<file path="src/rtl/hsadc_axis_sampler.sv">
// hsadc_axis_sampler: dual-channel high-speed ADC capture framed onto a 16-bit AXI-Stream source
//   clk            system clock
//   rst            asynchronous active-high reset
//   enable         request sampling; a stop is honoured only at a packet boundary
//   channel_a_enc  ADC channel A encode clock
//   channel_b_enc  ADC channel B encode clock (same waveform as channel A)
//   channel_a      ADC channel A data
//   channel_b      ADC channel B data
//   m_axis_tdata   {channel_b, channel_a}
//   m_axis_tvalid  AXIS valid
//   m_axis_tready  AXIS ready
//   m_axis_tlast   last sample of a PACKET_LEN-sample packet
//   overflow_count samples dropped on a full FIFO, saturating
module hsadc_axis_sampler #(
   parameter int CLK_DIV    = 4,
   parameter int PIPE_DELAY = 5,
   parameter int PACKET_LEN = 256,
   parameter int FIFO_DEPTH = 16
) (
   input  logic        clk,
   input  logic        rst,
   input  logic        enable,
   output logic        channel_a_enc,
   output logic        channel_b_enc,
   input  logic [7:0]  channel_a,
   input  logic [7:0]  channel_b,
   output logic [15:0] m_axis_tdata,
   output logic        m_axis_tvalid,
   input  logic        m_axis_tready,
   output logic        m_axis_tlast,
   output logic [15:0] overflow_count
);
   localparam int DW = $clog2(CLK_DIV);
   localparam int FW = PIPE_DELAY > 1 ? $clog2(PIPE_DELAY) : 1;
   localparam int PW = PACKET_LEN > 1 ? $clog2(PACKET_LEN) : 1;
   localparam int AW = FIFO_DEPTH > 1 ? $clog2(FIFO_DEPTH) : 1;
   localparam logic [1:0] IDLE  = 2'd0;
   localparam logic [1:0] FLUSH = 2'd1;
   localparam logic [1:0] RUN   = 2'd2;

   logic [1:0]    state, state_nx;
   logic [DW-1:0] div_cnt, div_nx;
   logic [FW-1:0] flush_cnt;
   logic [PW-1:0] pkt_cnt;
   logic [15:0]   pin_q;
   logic          enc;
   logic [16:0]   mem [FIFO_DEPTH];
   logic [AW-1:0] wr_ptr, rd_ptr;
   logic [AW:0]   count;
   logic          strobe, pop, push, drop, last;

   assign channel_a_enc = enc;
   assign channel_b_enc = enc;
   assign strobe = state != IDLE && div_cnt == DW'(CLK_DIV - 1);
   assign m_axis_tvalid = count != '0;
   assign pop = m_axis_tvalid && m_axis_tready;
   // a full FIFO still accepts when a beat leaves in the same cycle
   assign push = strobe && state == RUN && (count != (AW + 1)'(FIFO_DEPTH) || pop);
   assign drop = strobe && state == RUN && !push;
   assign last = pkt_cnt == PW'(PACKET_LEN - 1);
   // gating with tvalid keeps tdata/tlast at zero whenever the FIFO is empty, including right after reset
   assign {m_axis_tlast, m_axis_tdata} = m_axis_tvalid ? mem[rd_ptr] : '0;

   always_comb begin
      state_nx = state;
      if (state == IDLE && enable)
         state_nx = PIPE_DELAY == 0 ? RUN : FLUSH;
      else if (state == FLUSH && strobe && flush_cnt == FW'(PIPE_DELAY - 1))
         state_nx = RUN;
      else if (push && last && !enable)
         state_nx = IDLE;
      div_nx = (state == IDLE || div_cnt == DW'(CLK_DIV - 1)) ? '0 : div_cnt + 1'b1;
   end

   always_ff @(posedge clk or posedge rst) begin
      if (rst) begin
         pin_q          <= '0;
         state          <= IDLE;
         div_cnt        <= '0;
         enc            <= 1'b0;
         flush_cnt      <= '0;
         pkt_cnt        <= '0;
         wr_ptr         <= '0;
         rd_ptr         <= '0;
         count          <= '0;
         overflow_count <= '0;
      end else begin
         pin_q   <= {channel_b, channel_a};
         state   <= state_nx;
         div_cnt <= div_nx;
         // registered from next-state values so the pin tracks the current div_cnt phase
         enc     <= state_nx != IDLE && div_nx < DW'(CLK_DIV / 2);
         if (state == IDLE)
            flush_cnt <= '0;
         else if (state == FLUSH && strobe)
            flush_cnt <= flush_cnt + 1'b1;
         if (push) begin
            wr_ptr  <= wr_ptr == AW'(FIFO_DEPTH - 1) ? '0 : wr_ptr + 1'b1;
            pkt_cnt <= last ? '0 : pkt_cnt + 1'b1;
         end
         if (pop)
            rd_ptr <= rd_ptr == AW'(FIFO_DEPTH - 1) ? '0 : rd_ptr + 1'b1;
         count <= count + (AW + 1)'(push) - (AW + 1)'(pop);
         if (drop && overflow_count != 16'hFFFF)
            overflow_count <= overflow_count + 1'b1;
      end
   end

   always_ff @(posedge clk)
      if (push)
         mem[wr_ptr] <= {last, pin_q};
endmodule

</file>
<file path="config.mk">
export PLATFORM = sky130hd
export DESIGN_NAME = hsadc_axis_sampler
export DESIGN_NICKNAME = d
export VERILOG_FILES = /design/src/rtl/hsadc_axis_sampler.sv
export SDC_FILE = /design/constraint.sdc
export NUM_CORES = 1
export LEC_CHECK = 0
export CAP_MARGIN = 5
export CORE_ASPECT_RATIO = 0.8
export CORE_MARGIN = 2
export CORE_UTILIZATION = 54
export CTS_BUF_LIST = sky130_fd_sc_hd__clkbuf_8
export DETAILED_ROUTE_END_ITERATION = 8
export PLACE_DENSITY = 0.69
export SYNTH_ARGS = -nofsm -noshare
export SYNTH_HDL_FRONTEND = slang
export SYNTH_SLANG_ARGS = --single-unit
</file>
<file path="constraint.sdc">
create_clock -name clk -period 7.45 [get_ports clk]
set_clock_uncertainty 0.05 [all_clocks]
set_input_delay 1.49 -clock clk [delete_from_list [all_inputs] [get_ports clk]]
set_output_delay 1.49 -clock clk [all_outputs]
set_load 0.02 [all_outputs]
</file>
==> results.yml <==
detailed_routing:
  vias_per_cell: 6.060
  dr_wl_met2_mm: 13.61
  dr_wl_met3_mm: 2.135
  dr.pass1.iters: 5
  drtAntennaViolNets: 0
  wirelength_mm: 28.63
  initialDrtViolationCount: 610
  routedWlPerCell_um: 23.45
  vias: 7399
  top_layer_used: "met4"
  drc_errors: 0
  m1WireLength_mm: 12.40
yosys:
  synthCells: 772
  synthFlopType: "edfxtp_1"
  syn_area_sq_um: 13450
  synth-async-reset-ratio: 0.1832
  synth_top_cell_area_share: 0.6072
  yosysSeqAreaShare: 0.7207
  yosys_warnings: 0
  yosys-top-cells-area: "edfxtp_1 (61%), dfrtp_1 (11%), mux4_2 (8.5%)"
  syn_nets: 809
  ys_types: 52
  synth_seq_cells: 333
  syn_area_per_cell_sq_um: 17.42
  yosysTopAreaCell: "edfxtp_1"
  synth_edf_count: 272
layout:
  drive_gt1_frac: 0.1794
  syn_to_final_growth_pct: 13.65
  num-nets-final: 899
  fill_cells: 1718
  final_core_util: 0.6271
  antenna_cells: 0
  multi_input_area_sq_um: 3457
  mostFrequentLayoutCells: "edfxtp_1 (272), dfrtp_1 (59), clkbuf_8 (56), clkdlybuf4s50_1 (55), mux4_2 (51)"
  regArea_sq_um: 9699
  instances_no_fill: 1221
  final_common_cell: "edfxtp_1"
floorplanning:
  pin_count: 56
  die_h_um: 145.2
  start_util: 0.5518
  dieArea_sq_um: 26200
  die_x_um: 180.5
  coreArea_sq_um: 24380
  rows: 51
grt:
  grt_max_degree: 70
  antenna_found_initial: 0
  overflow: 0
  grt_usage: 0.2229
  first_global_vias: 7574
  grt_pass1_wl_mm: 44.24
setup_path:
  slowest_stage: "dfrtp_4"
  end_kind: "output port"
  cp_slowest_stage_delay_ns: 1.14
  cp_max_fo: 69
  worstPathArrival_ns: 3.89
  crit_type: "register to output port"
  cp_data_required_time_ns: 5.91
  r2r_setup_slack_ns: 4.21
  cp-start-kind: "register"
  crit_chain: "buf_4 > mux4_2 > o21ai_0 > o22ai_1 > clkdlybuf4s50_1"
clocking:
  clk_pin_slew_ns: 0.06
  numCtsBuffers: 50
  cts.path.max_buffers: 3
  cts_max_level: 2
  cts_hold_buffers: 0
  cts_setup_buffers: 0
  cts_tree: "built"
  post_cts_resized: 0
  cts_sinks: 333
  clk_latency_ns: 0.56
  ctsRootBufferMaster: "clkbuf_8"
placement:
  place_inst: 1127
  dpl.hpwl_mm: 17.13
  port_buffers: 55
  gp_congestion: 0.7925
sta:
  max_slew_margin: 0.1915
  tightest_slew_ns: 1.208
  max_freq_mhz: 184.3
  grt_setup_unrepaired: "false"
  finalCritPeriodShare: 0.7283
  finalSetupViolCount: 0
  hold-worst-slack_ns: 0.3829
  drv_slew: 0
  finalHoldViolations: 0
  fin_tns_setup_ns: 0
  fin_crit_ns: 5.426
pwr:
  ir_drop_v: 0.0002794
  leakagePower_nw: 5.339
  cellPowerDensity_nw_per_um2: 333.6
hold_path:
  hp-class: "register to register"
job:
  drv.max_cap_violation_count: 0
run_status:
  status: "completed"
flip-flops by register name, indices dropped and copies added, names as in the netlist:
signal and count:
overflow_count 16, div_cnt 2, flush_cnt 3, channel_a_enc 1, pkt_cnt 8, mem 272
wr_ptr 4, pin_q 16, state 2, count 5, rd_ptr 4
cell usage after synthesis, drive strengths merged, types with 4 or more instances:
master,number
edfxtp,272
a32oi,16
dfrtp,61
o211ai,16
mux4,51
nand3,14
nand2b,20
and4,5
and3,4
a21oi,7
nor2,36
mux2i,34
clkbuf,14
nand2,28
o22ai,17
nand4,7
buf,27
ha,16
xor2,4
and2,5
o21ai,49
inv,18
nor3,8
xnor2,20
logic make-up (layout without fill, tap and decap cells):
family | after synthesis | after routing | synth area share
DFF | 333 | 333 | 0.7207
and+or+nand+nor | 134 | 134 | 0.05274
AOI/OAI and AO/OA | 117 | 117 | 0.05674
muxes | 88 | 88 | 0.1135
buffers and inverters | 59 | 190 | 0.02437
xor gates and xnor gates | 24 | 24 | 0.01563
adders and majority gates | 17 | 17 | 0.01637
worst max-delay path, delay by kind of cell (launching register included):
| family | cells | cell delay, ns |
|---|---|---|
| AOI/OAI and AO/OA | 2 | 0.36 |
| buffers and inverters | 2 | 1.19 |
| muxes | 1 | 0.55 |
| DFF | 1 | 1.14 |
path summary, 6_finish.rpt:
| path | cells after the start | endpoint | from |
|---|---|---|---|
| setup / recovery | 5 | m_axis_tlast | rd_ptr[0] |
| hold / removal | 1 | div_cnt[0] | div_cnt[0] |
| setup reg to reg | 6 | mem[13][0] | div_cnt[0] |
| hold reg to reg | 1 | div_cnt[0] | div_cnt[0] |
| max in group asynchronous | 3 | rd_ptr[0] | rst |
| min in group asynchronous | 3 | state[0] | rst |
layer usage:
| metal | vias up | GRT usage |
|---|---|---|
| met1 | 3804 | 0.3228 |
| met2 | 323 | 0.3506 |
| met4 | 0 | 0.06573 |
| li1 | 3222 | - |
| met5 | - | 0 |
| met3 | 50 | 0.04116 |
area by class of cell:
cell class / instances / share of cell area
clock buffers: 56 / 0.05042
inverters: 18 / 0.004420
flip-flops and latches: 333 / 0.6345
multi-input cells: 380 / 0.2261
repair buffers: 79 / 0.04804
well taps: 318 / 0.02603
clock inverters: 37 / 0.01048
per-stage QoR:
step / setup WS (ns) / instance area [sq um] / total power [mW]
floorplan: 3.542 / 13450 / 3.311
global placement: 2.573 / 14350 / 3.746
detailed placement: 2.556 / 14350 / 3.780
CTS: 1.938 / 15280 / 5.140
global route: 1.741 / 15290 / 5.339
finish: 2.024 / 15290 / 5.100
power by group:
part           switching [mW]  total [mW]  leakage [nW]  internal (mW)
logic                   0.776        1.47          1.58          0.689
registers               0.200        2.27          3.20           2.07
clock network           0.672        1.36         0.559          0.692
total                    1.65        5.10          5.34           3.45
Power figures use the tool's default switching activity.
